## src/rtl/core_ctrl_if.sv

```systemverilog
// Controller-side bundle for the RV32 core controller: decode fields, memory and
// multiplier status in, sequencing strobes and status out.
interface core_ctrl_if #(
  parameter int unsigned BIT_W = 32
);
  logic [6:0]       i_OPcode;
  logic [6:0]       i_funct7;
  logic             i_IMEM_stall;
  logic             i_DMEM_stall;
  logic             i_MUL_done;
  logic             o_IMEM_cen;
  logic             o_IR_we;
  logic             o_DMEM_cen;
  logic             o_DMEM_wen;
  logic             o_MUL_valid;
  logic             o_RF_we;
  logic             o_PC_we;
  logic [3:0]       o_state;
  logic [BIT_W-1:0] o_instret;
  logic             o_finish;
  logic             o_illegal;

  // Controller end
  modport slave (
    input  i_OPcode, i_funct7, i_IMEM_stall, i_DMEM_stall, i_MUL_done,
    output o_IMEM_cen, o_IR_we, o_DMEM_cen, o_DMEM_wen, o_MUL_valid,
           o_RF_we, o_PC_we, o_state, o_instret, o_finish, o_illegal
  );

  // Datapath / memory end
  modport master (
    output i_OPcode, i_funct7, i_IMEM_stall, i_DMEM_stall, i_MUL_done,
    input  o_IMEM_cen, o_IR_we, o_DMEM_cen, o_DMEM_wen, o_MUL_valid,
           o_RF_we, o_PC_we, o_state, o_instret, o_finish, o_illegal
  );
endinterface

```

## src/rtl/core_ctrl_fsm.sv

```systemverilog
// Multi-cycle RV32 main controller: fetch/decode/execute/mul-wait/memory/writeback
// sequencing, retired-instruction counter and halt on ECALL or illegal opcode.
module core_ctrl_fsm #(
  parameter int unsigned BIT_W = 32
) (
  input  logic        i_clk,
  input  logic        i_rst_n,
  core_ctrl_if.slave  bus
);
  typedef enum logic [3:0] {
    IDLE     = 4'd0,
    IF_REQ   = 4'd1,
    IF_WAIT  = 4'd2,
    ID       = 4'd3,
    EX       = 4'd4,
    MUL_WAIT = 4'd5,
    MEM_REQ  = 4'd6,
    MEM_WAIT = 4'd7,
    WB       = 4'd8,
    HALT     = 4'd9
  } state_t;

  localparam logic [6:0] OP_R      = 7'b0110011;
  localparam logic [6:0] OP_I      = 7'b0010011;
  localparam logic [6:0] OP_LOAD   = 7'b0000011;
  localparam logic [6:0] OP_STORE  = 7'b0100011;
  localparam logic [6:0] OP_BRANCH = 7'b1100011;
  localparam logic [6:0] OP_JAL    = 7'b1101111;
  localparam logic [6:0] OP_JALR   = 7'b1100111;
  localparam logic [6:0] OP_AUIPC  = 7'b0010111;
  localparam logic [6:0] OP_LUI    = 7'b0110111;
  localparam logic [6:0] OP_SYSTEM = 7'b1110011;
  localparam logic [6:0] F7_MUL    = 7'b0000001;

  state_t           state;
  logic             is_mul, is_load, is_store, writes_rd;
  logic             imem_cen, dmem_cen, dmem_wen, mul_valid, rf_we, pc_we;
  logic             finish, illegal;
  logic [BIT_W-1:0] instret;

  logic dec_legal, dec_sys, dec_load, dec_store, dec_wr, dec_mul;

  // Opcode classification, only consumed while in ID
  always_comb begin
    dec_legal = 1'b1;
    dec_sys   = 1'b0;
    dec_load  = 1'b0;
    dec_store = 1'b0;
    dec_wr    = 1'b0;
    case (bus.i_OPcode)
      OP_R, OP_I, OP_JAL, OP_JALR, OP_AUIPC, OP_LUI: dec_wr = 1'b1;
      OP_LOAD: begin
        dec_load = 1'b1;
        dec_wr   = 1'b1;
      end
      OP_STORE:  dec_store = 1'b1;
      OP_BRANCH: dec_wr    = 1'b0;
      OP_SYSTEM: dec_sys   = 1'b1;
      default:   dec_legal = 1'b0;
    endcase
  end

  assign dec_mul = (bus.i_OPcode == OP_R) && (bus.i_funct7 == F7_MUL);

  // Strobes are registered and set on entry to the state they belong to
  always_ff @(posedge i_clk or negedge i_rst_n) begin
    if (!i_rst_n) begin
      state     <= IDLE;
      is_mul    <= 1'b0;
      is_load   <= 1'b0;
      is_store  <= 1'b0;
      writes_rd <= 1'b0;
      imem_cen  <= 1'b0;
      dmem_cen  <= 1'b0;
      dmem_wen  <= 1'b0;
      mul_valid <= 1'b0;
      rf_we     <= 1'b0;
      pc_we     <= 1'b0;
      finish    <= 1'b0;
      illegal   <= 1'b0;
      instret   <= '0;
    end else begin
      imem_cen  <= 1'b0;
      dmem_cen  <= 1'b0;
      dmem_wen  <= 1'b0;
      mul_valid <= 1'b0;
      rf_we     <= 1'b0;
      pc_we     <= 1'b0;
      case (state)
        IDLE: begin
          state    <= IF_REQ;
          imem_cen <= 1'b1;
        end
        IF_REQ: state <= IF_WAIT;
        IF_WAIT: if (!bus.i_IMEM_stall) state <= ID;
        ID: begin
          is_mul    <= dec_mul;
          is_load   <= dec_load;
          is_store  <= dec_store;
          writes_rd <= dec_wr;
          if (dec_sys || !dec_legal) begin
            state   <= HALT;
            finish  <= 1'b1;
            illegal <= !dec_legal;
          end else begin
            state     <= EX;
            mul_valid <= dec_mul;
          end
        end
        EX: begin
          if (is_mul) begin
            state <= MUL_WAIT;
          end else if (is_load || is_store) begin
            state    <= MEM_REQ;
            dmem_cen <= 1'b1;
            dmem_wen <= is_store;
          end else begin
            state   <= WB;
            pc_we   <= 1'b1;
            rf_we   <= writes_rd;
            instret <= instret + BIT_W'(1);
          end
        end
        MUL_WAIT: begin
          if (bus.i_MUL_done) begin
            state   <= WB;
            pc_we   <= 1'b1;
            rf_we   <= writes_rd;
            instret <= instret + BIT_W'(1);
          end
        end
        MEM_REQ: state <= MEM_WAIT;
        MEM_WAIT: begin
          if (!bus.i_DMEM_stall) begin
            state   <= WB;
            pc_we   <= 1'b1;
            rf_we   <= writes_rd;
            instret <= instret + BIT_W'(1);
          end
        end
        WB: begin
          state    <= IF_REQ;
          imem_cen <= 1'b1;
        end
        HALT:    state <= HALT;
        default: state <= IDLE;
      endcase
    end
  end

  assign bus.o_IMEM_cen  = imem_cen;
  assign bus.o_IR_we     = (state == IF_WAIT) && !bus.i_IMEM_stall;
  assign bus.o_DMEM_cen  = dmem_cen;
  assign bus.o_DMEM_wen  = dmem_wen;
  assign bus.o_MUL_valid = mul_valid;
  assign bus.o_RF_we     = rf_we;
  assign bus.o_PC_we     = pc_we;
  assign bus.o_state     = state;
  assign bus.o_instret   = instret;
  assign bus.o_finish    = finish;
  assign bus.o_illegal   = illegal;
endmodule
```

## src/flat_wrapper.sv

```systemverilog
// flat-port wrapper written by rule: the top's interface ports become plain ports
module core_ctrl_fsm_flat 
#(
  parameter int unsigned BIT_W = 32
)
  (i_clk, i_rst_n, bus_i_OPcode, bus_i_funct7, bus_i_IMEM_stall, bus_i_DMEM_stall, bus_i_MUL_done, bus_o_IMEM_cen, bus_o_IR_we, bus_o_DMEM_cen, bus_o_DMEM_wen, bus_o_MUL_valid, bus_o_RF_we, bus_o_PC_we, bus_o_state, bus_o_instret, bus_o_finish, bus_o_illegal);
  core_ctrl_if #(.BIT_W(BIT_W)) bus_i ();
  input  logic i_clk;
  input  logic i_rst_n;
  input wire logic [$bits(bus_i.i_OPcode)-1:0] bus_i_OPcode;
  input wire logic [$bits(bus_i.i_funct7)-1:0] bus_i_funct7;
  input wire logic [$bits(bus_i.i_IMEM_stall)-1:0] bus_i_IMEM_stall;
  input wire logic [$bits(bus_i.i_DMEM_stall)-1:0] bus_i_DMEM_stall;
  input wire logic [$bits(bus_i.i_MUL_done)-1:0] bus_i_MUL_done;
  output wire logic [$bits(bus_i.o_IMEM_cen)-1:0] bus_o_IMEM_cen;
  output wire logic [$bits(bus_i.o_IR_we)-1:0] bus_o_IR_we;
  output wire logic [$bits(bus_i.o_DMEM_cen)-1:0] bus_o_DMEM_cen;
  output wire logic [$bits(bus_i.o_DMEM_wen)-1:0] bus_o_DMEM_wen;
  output wire logic [$bits(bus_i.o_MUL_valid)-1:0] bus_o_MUL_valid;
  output wire logic [$bits(bus_i.o_RF_we)-1:0] bus_o_RF_we;
  output wire logic [$bits(bus_i.o_PC_we)-1:0] bus_o_PC_we;
  output wire logic [$bits(bus_i.o_state)-1:0] bus_o_state;
  output wire logic [$bits(bus_i.o_instret)-1:0] bus_o_instret;
  output wire logic [$bits(bus_i.o_finish)-1:0] bus_o_finish;
  output wire logic [$bits(bus_i.o_illegal)-1:0] bus_o_illegal;
  assign bus_i.i_OPcode = bus_i_OPcode;
  assign bus_i.i_funct7 = bus_i_funct7;
  assign bus_i.i_IMEM_stall = bus_i_IMEM_stall;
  assign bus_i.i_DMEM_stall = bus_i_DMEM_stall;
  assign bus_i.i_MUL_done = bus_i_MUL_done;
  assign bus_o_IMEM_cen = bus_i.o_IMEM_cen;
  assign bus_o_IR_we = bus_i.o_IR_we;
  assign bus_o_DMEM_cen = bus_i.o_DMEM_cen;
  assign bus_o_DMEM_wen = bus_i.o_DMEM_wen;
  assign bus_o_MUL_valid = bus_i.o_MUL_valid;
  assign bus_o_RF_we = bus_i.o_RF_we;
  assign bus_o_PC_we = bus_i.o_PC_we;
  assign bus_o_state = bus_i.o_state;
  assign bus_o_instret = bus_i.o_instret;
  assign bus_o_finish = bus_i.o_finish;
  assign bus_o_illegal = bus_i.o_illegal;
  core_ctrl_fsm #(.BIT_W(BIT_W)) u_core (.i_clk(i_clk), .i_rst_n(i_rst_n), .bus(bus_i));
endmodule
```

## config.mk

```make
export PLATFORM = sky130hd
export DESIGN_NAME = core_ctrl_fsm_flat
export DESIGN_NICKNAME = d
export VERILOG_FILES = /design/src/rtl/core_ctrl_if.sv /design/src/rtl/core_ctrl_fsm.sv /design/src/flat_wrapper.sv
export SDC_FILE = /design/constraint.sdc
export NUM_CORES = 1
export LEC_CHECK = 0
export CELL_PAD_IN_SITES_DETAIL_PLACEMENT = 2
export CELL_PAD_IN_SITES_GLOBAL_PLACEMENT = 2
export CORE_MARGIN = 8
export CORE_UTILIZATION = 29
export DETAILED_ROUTE_END_ITERATION = 10
export PLACE_DENSITY_LB_ADDON = 0.1
export SLEW_MARGIN = 20
export SYNTH_ARGS = -nofsm -noshare
export SYNTH_HDL_FRONTEND = slang
export SYNTH_SLANG_ARGS = --single-unit
```

## constraint.sdc

```tcl
create_clock -name i_clk -period 2.6 [get_ports i_clk]
set_input_delay 0.65 -clock i_clk [delete_from_list [all_inputs] [get_ports i_clk]]
set_output_delay 0.65 -clock i_clk [all_outputs]
set_load 0.05 [all_outputs]
```

==> results of run 1 <==
placed cells by master, fill, tap and decap left out, types with 2 or more instances in the layout:
master           instances
o22ai_1                  2
and4_1                   5
clkdlybuf4s50_1         61
and2_1                   4
nor4_2                   2
nand3_1                 15
clkbuf_8                 5
nor2b_1                  5
o31ai_1                  2
inv_1                    3
nand4_1                  6
a2111oi_4                2
buf_4                    4
and3_1                   6
nor3_1                   7
nand2_1                 29
dfrtp_1                 48
xnor2_1                 17
nor3b_1                  3
o21ai_0                  7
a21oi_1                  9
xor2_1                  14
nand2b_1                 4
nor2_1                  12
buf_12                   2
nor4_1                   4
path summary, 6_finish.rpt:
kind	endpoint	start	cells after the start
setup / recovery	bus_o_state[1]	u_core.bus.o_state[1]$_DFFE_PN0P_	1
max in group asynchronous	u_core.bus.o_instret[14]$_DFFE_PN0P_	i_rst_n	2
hold / removal	u_core.bus.o_state[0]$_DFFE_PN0P_	i_rst_n	1
hold reg to reg	u_core.bus.o_finish$_DFFE_PN0P_	u_core.bus.o_finish$_DFFE_PN0P_	1
setup reg to reg	u_core.bus.o_instret[23]$_DFFE_PN0P_	u_core.bus.o_state[1]$_DFFE_PN0P_	5
min in group i_clk	u_core.bus.o_finish$_DFFE_PN0P_	u_core.bus.o_finish$_DFFE_PN0P_	1
report_power, final:
part | switching [mW] | internal (mW)
clock | 0.244 | 0.184
combinational | 0.379 | 0.231
sequential | 0.0954 | 0.801
through the flow:
stage               cells   util  cell area (sq um)  hold slack [ns]  total power, mW
CTS                   406  0.403               3240            0.346             1.98
finish                406  0.403               3240            0.338             1.93
detailed placement    399  0.393               3170            0.462             1.53
global placement      399  0.393               3170            0.455             1.53
floorplan             230      -               2370            0.354             1.31
global route          406  0.403               3240            0.366             2.07
cells by family (layout without fill, tap and decap cells):
family / after synthesis / after routing / share of synthesized area
AO/OA/AOI/OAI: 29 / 29 / 0.0925
XOR/XNOR: 31 / 31 / 0.115
adder cells (fa/ha/maj): 1 / 1 / 0.00529
buffers and inverters: 7 / 78 / 0.0148
flip-flops: 48 / 48 / 0.508
AND/OR/NAND/NOR: 114 / 114 / 0.265
cell type report:
class                   instances  share of cell area
flip-flops and latches         48               0.370
multi-input cells             175               0.350
repair buffers                 68               0.211
well taps                     105              0.0405
clock buffers                   6              0.0224
inverters                       3             0.00347
clock inverters                 1             0.00154
state kept, by name, summed over array words and instances (netlist names):
name and flops:
u_core.bus.o_state 4, u_core.bus.o_illegal 1, u_core.bus.o_PC_we 1, u_core.bus.o_DMEM_cen 1, u_core.bus.o_instret 32, u_core.is_store 1, u_core.bus.o_RF_we 1, u_core.is_mul 1
u_core.bus.o_finish 1, u_core.bus.o_DMEM_wen 1, u_core.writes_rd 1, u_core.is_load 1, u_core.bus.o_MUL_valid 1, u_core.bus.o_IMEM_cen 1
per-layer routing:
layer / GRT usage / share of wire / up-vias
met4: 0.0241 / 0.0077 / 0
met2: 0.196 / 0.44 / 39
met3: 0.0345 / 0.050 / 6
li1: - / - / 950
met5: 0 / 0 / -
met1: 0.169 / 0.50 / 982
==> impl_metrics.toml, run 1 <==
[outcome]
status = "completed"

[drt]
totalWireLength_microns = 6660
avgViaCountPerCell = 4.87
drc = 0
vias = 1977
ant_nets = 0
avgRoutedWirePerCell_microns = 16.4
firstDrtPassIters = 4
drt_iter0_drc = 40

[sta]
setup_violations = 0
hold_viol = 0
worst_pin_slew_ns = 0.561
final.setup_skew_ns = 0.00724
relSlewSlack = 0.626
fin_tns_setup_ns = 0
rsz0062_at_grt = "false"
period_share = 0.930
slew_violations = 0
fmax_mhz = 414
fin_ws_ns = 0.183
post-route-min-period_ns = 2.42

[clock_network]
htreeDepth = 2
postCtsSetupBuffers = 0
clock_path_buffers = 2
cts.sinks = 48
cts_tree = "yes"
cts.clk_slew.worst_paths_ns = 0.08
cts_resized = 0
cts_buffers = 5
insertion_delay_ns = 0.30
cts_root_buf = "clkbuf_8"
hold_buffers = 0

[critical_path]
slowest_delay_ns = 0.88
crit_path_cell_trace = "clkdlybuf4s50_1"
path_buf_inv = 1
worstSetupEndpointType = "output port"
critPathKind = "reg -> out"
path_max_fanout = 12
r2r_slack_ns = 0.55
critPathTopFamily = "buffers and inverters"
cp.required_ns = 1.95
worst_path_max_delay_cell = "clkdlybuf4s50_1"
cp_data_arrival_time_ns = 1.77
critPathLaunchType = "register"

[synth]
synth_edf_count = 0
synth_area_leaders = "dfrtp_1, xnor2_1, xor2_1"
synth.cell_area_sq_um = 2370
synth-seq-cells = 48
seq_area_frac_synth = 0.508
ys_async_sr_fraction = 1.00
yosysWarnings = 0
synth_top_area_frac = 0.508
synthFlopType = "dfrtp_1"
yosysUniqueCellTypes = 45
yosys-top-cells-count = "dfrtp_1, nand2_1, xnor2_1, nand3_1, xor2_1"
avgSynthCellArea_sq_um = 10.3
yosysTopAreaCell = "dfrtp_1"
synth_nets = 250
synth.most_common_cell = "dfrtp_1"
netlist_instances = 230

[grt]
overflow = 0
grt_max_degree = 28
grt_use_total = 0.125
grt_pass1_wl_microns = 11700
antenna_found_initial = 0
grt_pass1_vias = 2265

[cells_and_area]
fill_cells = 887
antennaDiodeCount = 0
syn2layout_area_growth_pct = 37.1
drive_gt1_frac = 0.0831
multiInputGateArea_sq_um = 1140
register_area_sq_um = 1200
nNetsFinal = 321

[placed_design]
port_buffers = 63
hpwl_microns = 5200
routabilityCongestion = 0.712
place_ws_ns = 0.109

[power_and_ir_drop]
p_leak_nw = 1.38
powerDensity_nw_per_um2 = 597
ir_drop_v = 0.000447

[floorplan]
die_x_microns = 106
start_util = 0.294
die_area_sq_um = 11300
rows = 33
chipHeight_microns = 106
io_pins = 64
core_region_area_sq_um = 8050

[run]
drv_cap = 0

[worst_hold_path]
hold_class = "in -> async"
(Power assumes the default switching activity.)
==> inputs of run 2 (changes only) <==
--- a/config.mk
+++ b/config.mk
@@ -9,6 +9,7 @@
 export CELL_PAD_IN_SITES_GLOBAL_PLACEMENT = 2
 export CORE_MARGIN = 8
 export CORE_UTILIZATION = 29
+export CTS_CLUSTER_SIZE = 12
 export DETAILED_ROUTE_END_ITERATION = 10
 export PLACE_DENSITY_LB_ADDON = 0.1
 export SLEW_MARGIN = 20
==> results of run 2 <==
Same layout as run 1: the final DEF is identical, and so are final timing and power.
==> inputs of run 3 (changes only) <==
--- a/config.mk
+++ b/config.mk
@@ -16,3 +16,4 @@
 export SYNTH_ARGS = -nofsm -noshare
 export SYNTH_HDL_FRONTEND = slang
 export SYNTH_SLANG_ARGS = --single-unit
+export TNS_END_PERCENT = 10
==> results of run 3 <==
Same layout as run 1: the final DEF is identical, and so are final timing and power.
